<file path="config.mk">
export PLATFORM = sky130hd
export DESIGN_NAME = geo_pixel_writer
export DESIGN_NICKNAME = d
export VERILOG_FILES = /design/src/rtl/geo_pixel_pkg.sv /design/src/rtl/geo_pixel_field.sv /design/src/rtl/geo_pixel_writer.sv
export SDC_FILE = /design/constraint.sdc
export NUM_CORES = 1
export LEC_CHECK = 0
export CAP_MARGIN = 25
export CORE_ASPECT_RATIO = 0.8
export CORE_MARGIN = 10
export CORE_UTILIZATION = 25
export DETAILED_ROUTE_END_ITERATION = 16
export PLACE_DENSITY = 0.55
export SYNTH_ARGS = -nofsm -noshare
export SYNTH_HDL_FRONTEND = slang
export SYNTH_SLANG_ARGS = --single-unit
</file>
<file path="constraint.sdc">
create_clock -name clk -period 2.58 [get_ports clk]
set_clock_uncertainty 0.2 [all_clocks]
set_input_delay 0.645 -clock clk [delete_from_list [all_inputs] [get_ports clk]]
set_output_delay 0.645 -clock clk [all_outputs]
set_load 0.005 [all_outputs]
</file>
<file path="src/rtl/geo_pixel_pkg.sv">
// rtl/geo_pixel_pkg.sv - command codes, FSM states, width codes and pixel_cmd field positions
package geo_pixel_pkg;

  typedef enum logic [3:0] {
    CMD_PXWRI         = 4'd1,
    CMD_PXWRI_M       = 4'd2,
    CMD_PXPASTE       = 4'd3,
    CMD_PXPASTE_M     = 4'd4,
    CMD_PXCOPY        = 4'd6,
    CMD_SETARGB       = 4'd7,
    CMD_RST_PXWRI_M   = 4'd10,
    CMD_RST_PXPASTE_M = 4'd11
  } cmd_e;

  typedef enum logic [1:0] {
    ST_IDLE    = 2'd0,
    ST_RD_REQ  = 2'd1,
    ST_RD_WAIT = 2'd2,
    ST_WR_REQ  = 2'd3
  } state_e;

  localparam logic [3:0] W_1BPP  = 4'd0;
  localparam logic [3:0] W_2BPP  = 4'd1;
  localparam logic [3:0] W_4BPP  = 4'd3;
  localparam logic [3:0] W_8BPP  = 4'd7;
  localparam logic [3:0] W_16BPP = 4'd15;

  localparam int CMD_HI  = 39;
  localparam int CMD_LO  = 36;
  localparam int COL_HI  = 35;
  localparam int COL_LO  = 28;
  localparam int WID_HI  = 27;
  localparam int WID_LO  = 24;
  localparam int TBIT_HI = 23;
  localparam int TBIT_LO = 20;
  localparam int ADDR_HI = 19;
  localparam int ADDR_LO = 0;

  function automatic logic width_legal(input logic [3:0] w);
    return (w == W_1BPP) || (w == W_2BPP) || (w == W_4BPP) ||
           (w == W_8BPP) || (w == W_16BPP);
  endfunction

endpackage

</file>
<file path="src/rtl/geo_pixel_field.sv">
// rtl/geo_pixel_field.sv - combinational pixel field insert/extract within a 16-bit word
module geo_pixel_field
  import geo_pixel_pkg::*;
(
  input  logic [15:0] i_word,
  input  logic [3:0]  i_width,
  input  logic [3:0]  i_tbit,
  input  logic [7:0]  i_colour,
  output logic [15:0] o_merged,
  output logic [7:0]  o_pixel,
  output logic        o_legal
);

  logic [3:0]  w_bit_pos;
  logic [15:0] w_lo_mask;
  logic [15:0] w_field_mask;
  logic [15:0] w_colour_sh;

  // Pixels are aligned to their own width, so low target bits inside the field are dropped.
  assign w_bit_pos    = i_tbit & ~i_width;
  assign w_lo_mask    = ~(16'hFFFE << i_width);
  assign w_field_mask = w_lo_mask << w_bit_pos;
  assign w_colour_sh  = ({8'h00, i_colour} & w_lo_mask) << w_bit_pos;

  assign o_merged = (i_word & ~w_field_mask) | w_colour_sh;
  assign o_pixel  = 8'((i_word >> w_bit_pos) & w_lo_mask);
  assign o_legal  = width_legal(i_width);

endmodule

</file>
<file path="src/rtl/geo_pixel_writer.sv">
// rtl/geo_pixel_writer.sv - pixel command to 16-bit read/modify/write memory transactions
// Optional collision counter on PXCOPY: GEO_PIXEL_WRITER_COLLISION_EN
module geo_pixel_writer
  import geo_pixel_pkg::*;
#(
  parameter int MEM_AW = 20
) (
  input  logic              clk,
  input  logic              reset,
  input  logic              pixel_cmd_rdy,
  input  logic [39:0]       pixel_cmd,
  output logic              draw_busy,
  output logic [MEM_AW-1:0] mem_addr,
  output logic              mem_rd_req,
  output logic              mem_wr_req,
  output logic [15:0]       mem_wr_data,
  input  logic              mem_busy,
  input  logic              mem_rd_valid,
  input  logic [15:0]       mem_rd_data
`ifdef GEO_PIXEL_WRITER_COLLISION_EN
  ,
  output logic [15:0]       collision_count
`endif
);

  state_e            r_state;
  logic              r_busy;
  logic              r_rd_req;
  logic              r_wr_req;
  logic [MEM_AW-1:0] r_addr;
  logic [15:0]       r_wr_data;
  logic [3:0]        r_width;
  logic [3:0]        r_tbit;
  logic [7:0]        r_colour;
  logic              r_is_copy;
  logic [7:0]        r_copy_buf;
  logic [7:0]        r_wr_mask;
  logic [7:0]        r_paste_mask;
`ifdef GEO_PIXEL_WRITER_COLLISION_EN
  logic [7:0]        r_cmd_colour;
  logic [15:0]       r_coll_cnt;
`endif

  logic [3:0]  w_cmd;
  logic [7:0]  w_colour;
  logic [3:0]  w_width;
  logic [3:0]  w_tbit;
  logic [7:0]  w_wr_colour;
  logic        w_skip;
  logic [15:0] w_f_word;
  logic [3:0]  w_f_width;
  logic [3:0]  w_f_tbit;
  logic [7:0]  w_f_colour;
  logic [15:0] w_merged;
  logic [7:0]  w_pixel;
  logic        w_legal;

  assign w_cmd    = pixel_cmd[CMD_HI:CMD_LO];
  assign w_colour = pixel_cmd[COL_HI:COL_LO];
  assign w_width  = pixel_cmd[WID_HI:WID_LO];
  assign w_tbit   = pixel_cmd[TBIT_HI:TBIT_LO];

  assign w_wr_colour = ((w_cmd == CMD_PXPASTE) || (w_cmd == CMD_PXPASTE_M)) ? r_copy_buf : w_colour;
  assign w_skip = ((w_cmd == CMD_PXWRI_M)   && (w_colour == r_wr_mask)) ||
                  ((w_cmd == CMD_PXPASTE_M) && (r_copy_buf == r_paste_mask));

  // In IDLE the field unit sees the incoming command over a zero word, which yields the
  // full-word write value; in RD_WAIT it sees the latched command over the read data.
  assign w_f_word   = (r_state == ST_RD_WAIT) ? mem_rd_data : 16'h0000;
  assign w_f_width  = (r_state == ST_IDLE) ? w_width : r_width;
  assign w_f_tbit   = (r_state == ST_IDLE) ? w_tbit : r_tbit;
  assign w_f_colour = (r_state == ST_IDLE) ? w_wr_colour : r_colour;

  geo_pixel_field u_field (
    .i_word   (w_f_word),
    .i_width  (w_f_width),
    .i_tbit   (w_f_tbit),
    .i_colour (w_f_colour),
    .o_merged (w_merged),
    .o_pixel  (w_pixel),
    .o_legal  (w_legal)
  );

  always_ff @(posedge clk) begin
    if (!reset) begin
      r_state      <= ST_IDLE;
      r_busy       <= 1'b0;
      r_rd_req     <= 1'b0;
      r_wr_req     <= 1'b0;
      r_addr       <= '0;
      r_wr_data    <= 16'h0000;
      r_width      <= 4'h0;
      r_tbit       <= 4'h0;
      r_colour     <= 8'h00;
      r_is_copy    <= 1'b0;
      r_copy_buf   <= 8'h00;
      r_wr_mask    <= 8'h00;
      r_paste_mask <= 8'h00;
`ifdef GEO_PIXEL_WRITER_COLLISION_EN
      r_cmd_colour <= 8'h00;
      r_coll_cnt   <= 16'h0000;
`endif
    end else begin
      case (r_state)
        ST_IDLE: begin
          if (pixel_cmd_rdy) begin
            case (w_cmd)
              CMD_PXWRI, CMD_PXWRI_M, CMD_PXPASTE, CMD_PXPASTE_M: begin
                if (w_legal && !w_skip) begin
                  r_addr    <= MEM_AW'(pixel_cmd[ADDR_HI:ADDR_LO]) & ~(MEM_AW'(1));
                  r_width   <= w_width;
                  r_tbit    <= w_tbit;
                  r_colour  <= w_wr_colour;
                  r_is_copy <= 1'b0;
                  r_busy    <= 1'b1;
                  if (w_width == W_16BPP) begin
                    r_wr_data <= w_merged;
                    r_wr_req  <= 1'b1;
                    r_state   <= ST_WR_REQ;
                  end else begin
                    r_rd_req  <= 1'b1;
                    r_state   <= ST_RD_REQ;
                  end
                end
              end
              CMD_PXCOPY: begin
                if (w_legal) begin
                  r_addr    <= MEM_AW'(pixel_cmd[ADDR_HI:ADDR_LO]) & ~(MEM_AW'(1));
                  r_width   <= w_width;
                  r_tbit    <= w_tbit;
                  r_is_copy <= 1'b1;
                  r_busy    <= 1'b1;
                  r_rd_req  <= 1'b1;
                  r_state   <= ST_RD_REQ;
`ifdef GEO_PIXEL_WRITER_COLLISION_EN
                  r_cmd_colour <= w_colour;
`endif
                end
              end
              CMD_RST_PXWRI_M: r_wr_mask <= w_colour;
              CMD_RST_PXPASTE_M: begin
                r_paste_mask <= w_colour;
`ifdef GEO_PIXEL_WRITER_COLLISION_EN
                r_coll_cnt   <= 16'h0000;
`endif
              end
              default: ;
            endcase
          end
        end
        ST_RD_REQ: begin
          if (!mem_busy) begin
            r_rd_req <= 1'b0;
            r_state  <= ST_RD_WAIT;
          end
        end
        ST_RD_WAIT: begin
          if (mem_rd_valid) begin
            if (r_is_copy) begin
              r_copy_buf <= w_pixel;
              r_busy     <= 1'b0;
              r_state    <= ST_IDLE;
`ifdef GEO_PIXEL_WRITER_COLLISION_EN
              if ((w_pixel != r_cmd_colour) && (r_coll_cnt != 16'hFFFF))
                r_coll_cnt <= r_coll_cnt + 16'h0001;
`endif
            end else begin
              r_wr_data <= w_merged;
              r_wr_req  <= 1'b1;
              r_state   <= ST_WR_REQ;
            end
          end
        end
        ST_WR_REQ: begin
          if (!mem_busy) begin
            r_wr_req <= 1'b0;
            r_busy   <= 1'b0;
            r_state  <= ST_IDLE;
          end
        end
        default: r_state <= ST_IDLE;
      endcase
    end
  end

  assign draw_busy   = r_busy;
  assign mem_addr    = r_addr;
  assign mem_rd_req  = r_rd_req;
  assign mem_wr_req  = r_wr_req;
  assign mem_wr_data = r_wr_data;
`ifdef GEO_PIXEL_WRITER_COLLISION_EN
  assign collision_count = r_coll_cnt;
`endif

endmodule

</file>
* Word-level counts from Yosys, hierarchy flattened
Index checks and enable logic that the tools add are counted.
Cells by class: eq/ne operators 32, shift operators 4, multiplexer cells 53, bitwise gates (word level) 8, reduce and logical (&&, ||, !) cells 27
Operators by type and width (number):
- two-way mux 16 bit | 7
- two-way mux 20 bit | 2
- one-hot mux 20 bit (2 select lines) | 1
- NOT 16 bit | 2
- one-hot mux 16 bit (2 select lines) | 1
- << shifter 16 x 4 -> 16 bit | 2
- two-way mux 4 bit | 6
- AND reduction 7 bit | 3
- bitwise AND 16 bit | 1
- bitwise AND 8 x 16 -> 16 bit | 1
- equality test 4 bit (second input constant) | 4
- equality test 8 bit | 2
- two-way mux 1 bit | 16
- two-way mux 2 bit | 8
- two-way mux 8 bit | 2
- != test 2 bit (second input constant) | 8
- bitwise OR 16 bit | 1
- one-hot mux 4 bit (2 select lines) | 2
- AND reduction 8 bit | 2
- << shifter 16 x 4 -> 16 bit (first input constant) | 1
- >> shifter 16 x 4 -> 8 bit | 1
- equality test 4 x 2 -> 1 bit (second input constant) | 3
- equality test 4 x 3 -> 1 bit (second input constant) | 3
- != test 3 bit (second input constant) | 3
- other kinds (23) | 42
Storage, ports and cells: bits in registers 82, word-level logic and storage cells 137

* Depth between registers and ports, before layout
Gate-level depths: netlist (run 1).
depth after elaboration 13, depth in mapped cells 11, mapped depth without buffers 7

* Modules after synthesis
From an unflattened synthesis (run 1), not the netlist that was laid out.
Unflattened totals: cells, all modules 703, area, all modules 5572.8 sq um
Modules (own cells, without submodules):
- geo_pixel_writer | times used 1, cells an instance 432, area an instance 3881.2 sq um
- geo_pixel_field | times used 1, cells an instance 271, area an instance 1691.6 sq um

* Worst setup path after synthesis (run 1)
OpenSTA, ideal clock, no wires.
path type input to register, start in pixel_cmd[36], end reg r_width[3], setup time 130 ps, arrival 2496 ps, data required time 2250 ps, slack -246 ps, stages 11, cells stage by stage buf_6 > or4b_1 > buf_2 > nor4_1 > nand3_1 > a31oi_2 > nor4_2 > buf_2 > buf_2 > nand3_1 > o21ai_0
On the way: longest elaborated chain between the ends 7, elaborated cells between the ends (all ways) 16, classes of those cells eq/ne (7); mux (1); reduce/logical (8)
Ends and longest elaborated chain:
- start, declared | line geo_pixel_writer.sv:11 | input logic [39:0] pixel_cmd,
- equality test 4 x 2 -> 1 bit / equality test 4 x 3 -> 1 bit (equally long branches) | line geo_pixel_writer.sv:64, geo_pixel_writer.sv:107, geo_pixel_writer.sv:65
- logical AND 1 bit, on equally long branches | line geo_pixel_writer.sv:64, geo_pixel_writer.sv:65
- logical OR 1 bit | line geo_pixel_writer.sv:64 | assign w_skip = ((w_cmd == CMD_PXWRI_M) && (w_colour == r_wr_mask)) ||
- logical NOT 1 bit | line geo_pixel_writer.sv:109 | if (w_legal && !w_skip) begin
- logical AND 1 bit | line geo_pixel_writer.sv:109
- != test 2 bit (no line)
- AND reduction 5 bit (no line)
- end signal, assigned | line geo_pixel_writer.sv:111 | r_width <= w_width;
- end signal, assigned | line geo_pixel_writer.sv:129 | r_width <= w_width;
- end, declared | line geo_pixel_writer.sv:32 | logic [3:0] r_width;
Several ways; a longest one is shown, not always the timed one. A chain may end at the register's enable or synchronous reset.

* Worst setup path in the final report (run 1)
start in pixel_cmd[39], end reg r_wr_data[15], in the netlist mem_wr_data[15]
On the way: longest elaborated chain between the ends 12, elaborated cells between the ends (all ways) 26, classes of those cells eq/ne (6); shift (1); mux (9); bitwise (2); reduce/logical (8)
Ends and longest elaborated chain:
- equality test 4 x 2 -> 1 bit / equality test 4 x 3 -> 1 bit (equally long branches) | line geo_pixel_writer.sv:63, geo_pixel_writer.sv:107, geo_pixel_writer.sv:65
- logical OR 1 bit | line geo_pixel_writer.sv:63 | assign w_wr_colour = ((w_cmd == CMD_PXPASTE) || (w_cmd == CMD_PXPASTE_M)) ? r_copy_buf : w_colour;
- two-way mux 8 bit | line geo_pixel_writer.sv:63
- two-way mux 8 bit | line geo_pixel_writer.sv:72 | assign w_f_colour = (r_state == ST_IDLE) ? w_wr_colour : r_colour;
- bitwise AND 8 x 16 -> 16 bit | line geo_pixel_field.sv:23 | assign w_colour_sh = ({8'h00, i_colour} & w_lo_mask) << w_bit_pos;
- << shifter 16 x 4 -> 16 bit | line geo_pixel_field.sv:23
- bitwise OR 16 bit | line geo_pixel_field.sv:25 | assign o_merged = (i_word & ~w_field_mask) | w_colour_sh;
- two-way mux 16 bit | line geo_pixel_writer.sv:116 | if (w_width == W_16BPP) begin
- two-way mux 16 bit | line geo_pixel_writer.sv:109
- two-way mux 16 bit | line geo_pixel_writer.sv:107 | case (w_cmd)
- two-way mux 16 bit | line geo_pixel_writer.sv:106 | if (pixel_cmd_rdy) begin
- one-hot mux 16 bit (2 select lines) | line geo_pixel_writer.sv:104 | case (r_state)
- end signal, assigned | line geo_pixel_writer.sv:117 | r_wr_data <= w_merged;
- end signal, assigned | line geo_pixel_writer.sv:168 | r_wr_data <= w_merged;
- end, declared | line geo_pixel_writer.sv:31 | logic [15:0] r_wr_data;
Several ways; a longest one is shown, not always the timed one. The select of a mux whose other input is x is not followed.

==> impl_table.tex, run 1 <==
\begin{tabular}{lr}
\hline
Metric & Value \\
\hline
\multicolumn{2}{l}{\textbf{Power and ir drop}} \\
\quad Cell area power density & $\sim$370 nW/um\^{}2 \\
\quad Worst voltage drop across the vdd grid & 0.2581 mV \\
\quad Power after layout & 3840 uW \\
\quad Leakage power total & between 0.003 and 0.004 uW \\
\multicolumn{2}{l}{\textbf{STA}} \\
\quad RSZ-0062 raised after global routing & true \\
\quad Fin. Hold Viols & 0 \\
\quad Fin. max-slew vios & 0 \\
\quad Total setup violations reported at the end of the flow & 46 \\
\quad Minimum clock period & 2737 ps \\
\quad Final setup margin & -157.5 ps \\
\quad Final critical-path share of the clock period & 106.1\% \\
\quad Worst hold slack across all endpoints & 246.2 ps \\
\quad Maximum clock rate & 365.3 MHz \\
\multicolumn{2}{l}{\textbf{Finish}} \\
\quad Layout cells sized above 1 & around 45\% \\
\quad Summed area of non-filler cells in the final layout & 10,310 um\^{}2 \\
\quad Footprint of the multi-input gates & 4850 um\^{}2 \\
\quad Ant diodes & 0 \\
\quad End-of-flow core utilization & 45.46\% \\
\quad Final-stage net count & 1,071 \\
\quad Area growth from synthesis to layout & 77.59\% \\
\quad Filler instances & 2,228 \\
\quad Register cell area after layout & 1628 um\^{}2 \\
\multicolumn{2}{l}{\textbf{Synthesis}} \\
\quad Number of flops mapped to enable cells by yosys & 0 \\
\quad Top cells by instance count after synthesis & dfxtp\_1, nand2\_1, nand3\_1, o21ai\_0, nor2\_1 \\
\quad Syn Area/Cell & approximately 8.0 um\^{}2 \\
\quad Number of nets in the synthesized netlist & 787 \\
\quad Sequential share of the synthesized area & about 28\% \\
\quad Summed instance area of the synthesized netlist & 5807 um\^{}2 \\
\quad Number of warnings reported in the yosys synthesis log & 0 \\
\quad Area fraction of the dominant cell type after synthesis & approximately 28\% \\
\quad Biggest area contributors in the synthesized netlist & dfxtp\_1, nand3\_1, nand2\_1, mux2i\_1, o21ai\_0 \\
\quad Most common flop cell mapped by yosys & dfxtp\_1 \\
\quad Seq cells post-synth & 81 \\
\quad Post-synthesis async set-or-reset flop share & 0\% \\
\quad Most numerous cell in the Yosys netlist & dfxtp\_1 \\
\quad Mapped Cells & slightly above 700 \\
\quad Dominant cell type by area after synthesis & dfxtp\_1 \\
\quad Unique cell type count in the Yosys netlist & 87 \\
\multicolumn{2}{l}{\textbf{GRT}} \\
\quad Global Route Usage Sum & between 15 and 20\% \\
\quad Via count of the first global-routing pass & 6,926 \\
\quad Wire length of the first global-routing pass & 39,900 um \\
\quad Maximum number of pins on one net before global-route repair & 103 \\
\quad GR Overflow Total & 0 \\
\quad Number of antenna violations at the first check in global routing & 0 \\
\multicolumn{2}{l}{\textbf{Floorplan}} \\
\quad Initial cell density of the core & 25.60\% \\
\quad Total I/O pin count & 100 \\
\quad Vertical extent of the die & approximately 160 um \\
\quad Number of core rows & 49 \\
\quad Die outline area & 29,760 um\^{}2 \\
\quad Core region area & 22,680 um\^{}2 \\
\quad Horizontal die dimension & between 150 and 200 um \\
\multicolumn{2}{l}{\textbf{Outcome}} \\
\quad Status & finished, violations left \\
\quad Violations in the final reports & setup timing \\
\multicolumn{2}{l}{\textbf{Clock network}} \\
\quad Later-pin clock latency in the skew report & around 360 ps \\
\quad Count of H-tree levels built during CTS & 3 \\
\quad Post-CTS clock slew at the launch and capture registers of the worst setup and hold paths & 70 ps \\
\quad Number of CTS-inserted buffers & 9 \\
\quad Sink Count & 81 \\
\quad Root cell of the clock tree & clkbuf\_16 \\
\quad Maximum root-to-sink buffer count & 2 \\
\quad Clock tree from TritonCTS & built \\
\multicolumn{2}{l}{\textbf{Critical path}} \\
\quad Arr. time, crit path & 2820 ps \\
\quad Startpoint type of the worst setup path & input pin \\
\quad Startpoint-to-endpoint class of the critical path & in -> reg \\
\quad Required time of the worst setup path & roughly 2700 ps \\
\quad Endpoint type of the worst setup path & flop \\
\quad R2R Setup Slk & -120 ps \\
\quad Critical path peak fanout & 4 \\
\multicolumn{2}{l}{\textbf{Routing}} \\
\quad Number of DRC violations after detailed-routing iteration 0 & roughly 480 \\
\quad Final routed DRC violation total & 0 \\
\quad First drt pass iteration count & 5 \\
\quad Average routed wire per standard cell & 19.59 um \\
\quad Number of nets still failing antenna checks after routing & 0 \\
\quad Vias after detailed routing & 6,991 \\
\quad Total Wirelength & approximately 26,000 um \\
\quad Detailed-route vias per instance & 5.292 \\
\multicolumn{2}{l}{\textbf{Placement}} \\
\quad Pre-CTS setup slack & -879.4 ps \\
\quad Number of buffer cells added on primary ports & 97 \\
\quad Placement-stage cell area & 8705 um\^{}2 \\
\quad RD Place Congestion & 0.9158 \\
\quad Dpl hpwl & 18,550 um \\
\multicolumn{2}{l}{\textbf{Min path}} \\
\quad Worst Hold Class & reg -> reg \\
\multicolumn{2}{l}{\textbf{Flow run}} \\
\quad Number of max-cap violations & 0 \\
\hline
\end{tabular}
## where the power goes
group | switching (uW) | internal, uW | leakage [uW]
Combinational | 618 | 642 | 0.00312
Clock | 606 | 691 | 0.000140
Sequential | 15.1 | 1270 | 0.000655
Total | 1240 | 2600 | 0.00392
## final timing paths
| check | start | to | cells past startpoint |
|---|---|---|---|
| setup reg to reg | r_state[1] | r_copy_buf[3] | 10 |
| setup / recovery | pixel_cmd[39] | mem_wr_data[15] | 10 |
| hold / removal | mem_addr[7] | mem_addr[7] | 2 |
| hold reg to reg | mem_addr[7] | mem_addr[7] | 2 |
## logic make-up after synthesis
kind of cell           after synthesis  synth area share (%)
AND/OR/NAND/NOR                    287                 26.09
multiplexers                        45                 9.330
buffers and inverters               66                 6.055
other                                1               0.06458
flip-flops                          81                 27.93
XOR/XNOR                            16                 2.413
AO/OA/AOI/OAI                      230                 28.12
## worst max-delay path, stage by stage
cell       delay [ps]
buf_6             100
buf_6             110
nor4b_4           350
buf_4             200
nor2_4             50
mux2_4            330
o32a_4            410
o2bb2ai_4         150
o221a_4           290
o221ai_2          170
## flip-flops by register name, summed over array words and instances, names as in the netlist
name,count
mem_rd_req,1
mem_wr_req,1
r_tbit,4
r_width,4
r_colour,8
mem_wr_data,16
r_is_copy,1
draw_busy,1
r_copy_buf,8
r_wr_mask,8
r_paste_mask,8
mem_addr,19
r_state,2
## routing by layer
| metal | global-route usage [%] | wire length, um | up-vias |
|---|---|---|---|
| met5 | 0 | 0 | - |
| met4 | 4.154 | 412 | 0 |
| met3 | 5.375 | 2131 | 33 |
| met2 | 26.28 | 11490 | 241 |
| met1 | 22.23 | 11850 | 3395 |
| li1 | - | - | 3322 |
## cell type report
| cell class | instances | area share, % |
|---|---|---|
| Timing Repair Buffer | 333 | 30.51 |
| Clock inverter | 6 | 0.4975 |
| Multi-Input combinational cell | 581 | 47.03 |
| Clock buffer | 10 | 2.317 |
| Sequential cell | 81 | 15.78 |
| Tap cell | 306 | 3.713 |
| Inverter | 4 | 0.1456 |
## timing repair
item,4_1_cts,5_1_grt
pin swaps,68,27
setup buffers,35,7
cloned,9,1
setup endpoints to repair,65,62
hold buffers,0,0
resized for setup,198,62
## layout by cell type, fill, tap and decap left out, drive strengths merged, types with 6 or more instances in the layout
cell           count
or2                7
o21ai             71
xor2              13
a21oi             25
a21boi             6
o311ai             6
nor2b             18
nor3              15
clkbuf            12
o31ai              7
mux2i             29
mux2              10
nor2              48
a21o               9
a31oi             20
o22ai              7
buf              246
dfxtp             81
o211ai             8
nand2b             9
o21a               9
nand2             78
mux4               6
a211oi            10
clkdlybuf4s50     81
inv                6
or4b               6
nand3             62
nor4              12
## stage by stage
step	setup TNS [ps]	cells
after global placement	-46060	1258
after CTS	-1837	1314
final	-2873	1321
after global routing	-7243	1321
after detailed placement	-46800	1258
after floorplan	-4590	726
Note: power is estimated with default switching activity, not from simulation.
==> run 2: changes to the inputs <==
--- a/config.mk
+++ b/config.mk
@@ -6,11 +6,11 @@
 export NUM_CORES = 1
 export LEC_CHECK = 0
 export CAP_MARGIN = 25
-export CORE_ASPECT_RATIO = 0.8
 export CORE_MARGIN = 10
 export CORE_UTILIZATION = 25
 export DETAILED_ROUTE_END_ITERATION = 16
-export PLACE_DENSITY = 0.55
+export PLACE_DENSITY = 0.54
+export SETUP_SLACK_MARGIN = 0.3
 export SYNTH_ARGS = -nofsm -noshare
 export SYNTH_HDL_FRONTEND = slang
 export SYNTH_SLANG_ARGS = --single-unit
==> constraint.sdc (replaced) <==
create_clock -name clk -period 2.7 [get_ports clk]
set_clock_uncertainty 0.2 [all_clocks]
set_input_delay 0.675 -clock clk [delete_from_list [all_inputs] [get_ports clk]]
set_output_delay 0.675 -clock clk [all_outputs]
set_load 0.005 [all_outputs]
==> impl_table.tex, run 2 (synthesis results as in run 1) <==
\begin{tabular}{lr}
\hline
Metric & Value \\
\hline
\multicolumn{2}{l}{\textbf{Outcome}} \\
\quad Status & finished, violations left \\
\quad Violations in the final reports & setup timing \\
\multicolumn{2}{l}{\textbf{STA}} \\
\quad RSZ-0062 raised after global routing & true \\
\quad Final setup margin & -68.41 ps \\
\quad Worst hold slack across all endpoints & 251.3 ps \\
\quad Minimum clock period & 2768 ps \\
\quad Setup TNS & -317.3 ps \\
\quad Fin. max-slew vios & 0 \\
\quad Maximum clock rate & 361.2 MHz \\
\quad Worst Max-Slew Pin Slew & 504.1 ps \\
\quad Relative slew margins & between 60\% and 70\% \\
\quad Total setup violations reported at the end of the flow & 9 \\
\quad Fin. Hold Viols & 0 \\
\quad Final critical-path share of the clock period & 102.5\% \\
\multicolumn{2}{l}{\textbf{Finish}} \\
\quad Flip-flop count of the largest register after layout & 19 \\
\quad Commonest cells after routing, fill and taps aside & buf\_4, dfxtp\_1, clkdlybuf4s50\_1 \\
\quad Ant diodes & 0 \\
\quad Summed area of non-filler cells in the final layout & 10,900 um\^{}2 \\
\quad Most frequent standard cell in the layout excluding fill and tap cells & buf\_4 \\
\quad Final-stage net count & 1,095 \\
\quad Layout cells sized above 1 & between 40\% and 50\% \\
\quad Area growth from synthesis to layout & 87.78\% \\
\multicolumn{2}{l}{\textbf{Routing}} \\
\quad Vias after detailed routing & 7,338 \\
\quad Number of nets still failing antenna checks after routing & 0 \\
\quad Number of DRC violations after detailed-routing iteration 0 & 518 \\
\quad First drt pass iteration count & 5 \\
\quad Total Wirelength & approximately 27,000 um \\
\quad Detailed-route vias per instance & 5.428 \\
\quad Average routed wire per standard cell & $\sim$20 um \\
\quad Final routed DRC violation total & 0 \\
\multicolumn{2}{l}{\textbf{GRT}} \\
\quad Maximum number of pins on one net before global-route repair & between 100 and 150 \\
\quad Global Route Usage Sum & 17.62\% \\
\quad Number of antenna violations at the first check in global routing & 3 \\
\quad Wire length of the first global-routing pass & 41,240 um \\
\quad Via count of the first global-routing pass & 7,371 \\
\quad GR Overflow Total & 0 \\
\multicolumn{2}{l}{\textbf{Clock network}} \\
\quad Number of hold buffers added after CTS & 0 \\
\quad Number of CTS-inserted buffers & 9 \\
\quad Count of H-tree levels built during CTS & 3 \\
\quad Maximum root-to-sink buffer count & 2 \\
\quad Root cell of the clock tree & clkbuf\_16 \\
\quad Clock tree from TritonCTS & built \\
\quad Later-pin clock latency in the skew report & 360 ps \\
\quad Post-CTS clock slew at the launch and capture registers of the worst setup and hold paths & 70 ps \\
\quad Sink Count & 81 \\
\multicolumn{2}{l}{\textbf{Placement}} \\
\quad Pre-CTS setup slack & -876.8 ps \\
\quad Number of buffer cells added on primary ports & 97 \\
\quad Placement-stage cell area & 8618 um\^{}2 \\
\quad Dpl hpwl & roughly 18,000 um \\
\quad RD Place Congestion & 0.9379 \\
\multicolumn{2}{l}{\textbf{Critical path}} \\
\quad Startpoint type of the worst setup path & flop \\
\quad Startpoint-to-endpoint class of the critical path & reg -> reg \\
\quad Critical path peak fanout & 8 \\
\quad Required time of the worst setup path & $\sim$2700 ps \\
\quad Arr. time, crit path & 2800 ps \\
\quad Endpoint type of the worst setup path & flop \\
\quad Depth of the most critical reg-to-reg path & 11 \\
\multicolumn{2}{l}{\textbf{Floorplan}} \\
\quad Total I/O pin count & 100 \\
\quad Die outline area & slightly below 30,000 um\^{}2 \\
\quad Horizontal die dimension & between 150 and 200 um \\
\quad Number of core rows & 55 \\
\quad Initial cell density of the core & 25.49\% \\
\quad Core region area & 22,780 um\^{}2 \\
\quad Vertical extent of the die & about 170 um \\
\multicolumn{2}{l}{\textbf{Flow run}} \\
\quad Number of max-cap violations & 0 \\
\multicolumn{2}{l}{\textbf{Power and ir drop}} \\
\quad Power after layout & 3740 uW \\
\quad Worst voltage drop across the vdd grid & 0.3340 mV \\
\quad Cell area power density & 343.0 nW/um\^{}2 \\
\quad Leakage power total & between 0.004 and 0.005 uW \\
\multicolumn{2}{l}{\textbf{Min path}} \\
\quad Worst Hold Class & reg -> reg \\
\quad Worst Hold Path Cells & 2 \\
\hline
\end{tabular}
[run 2: timing repair]
| action | 4_1_cts | 5_1_grt |
|---|---|---|
| pin swaps | 100 | 54 |
| gates resized for setup | 237 | 74 |
| setup buffers | 53 | 21 |
| setup endpoints to repair | 65 | 65 |
| gates cloned | 11 | 1 |
[run 2: final timing paths]
check	start	to	slack (ps)
setup reg to reg	r_state[1]	mem_wr_data[13]	-70
hold / removal	mem_addr[1]	mem_addr[1]	250
setup / recovery	r_state[1]	mem_wr_data[13]	-70
hold reg to reg	mem_addr[1]	mem_addr[1]	250
[run 2: area by class of cell]
class	count	area (um^2)
multi-input cells	581	5106
well taps	313	391.6
repair buffers	357	3492
clock buffers	13	250.2
clock inverters	3	25.02
flip-flops and latches	81	1624
fillers	2084	11870
inverters	4	15.01
[run 2: stage by stage]
stage / std cells / util (%)
3_3_place_gp: 1250 / 37.84
2_1_floorplan: 726 / -
4_1_cts: 1330 / 45.67
3_5_place_dp: 1250 / 37.84
5_1_grt: 1352 / 47.87
6_report: 1352 / 47.87
[run 2: power breakdown]
| group | switching (uW) | internal [uW] |
|---|---|---|
| Sequential | 15.2 | 1210 |
| Clock | 556 | 656 |
| Combinational | 628 | 673 |
| Total | 1200 | 2540 |
[run 2: per-layer routing]
metal  part of all wire (%)  track usage, %
met5                  0.078               0
met4                    4.0           7.759
met3                    7.3           3.853
met2                     49           29.24
met1                     40           21.39
[run 2: critical path, cell delays in order (launching register included)]
cell and delay (ps):
dfxtp_2 330, buf_12 130, buf_6 110, or4b_4 580, o21a_4 200, buf_4 150
buf_6 110, a221oi_4 230, a211oi_2 80, nor4_2 280, buf_4 180, o22ai_2 60
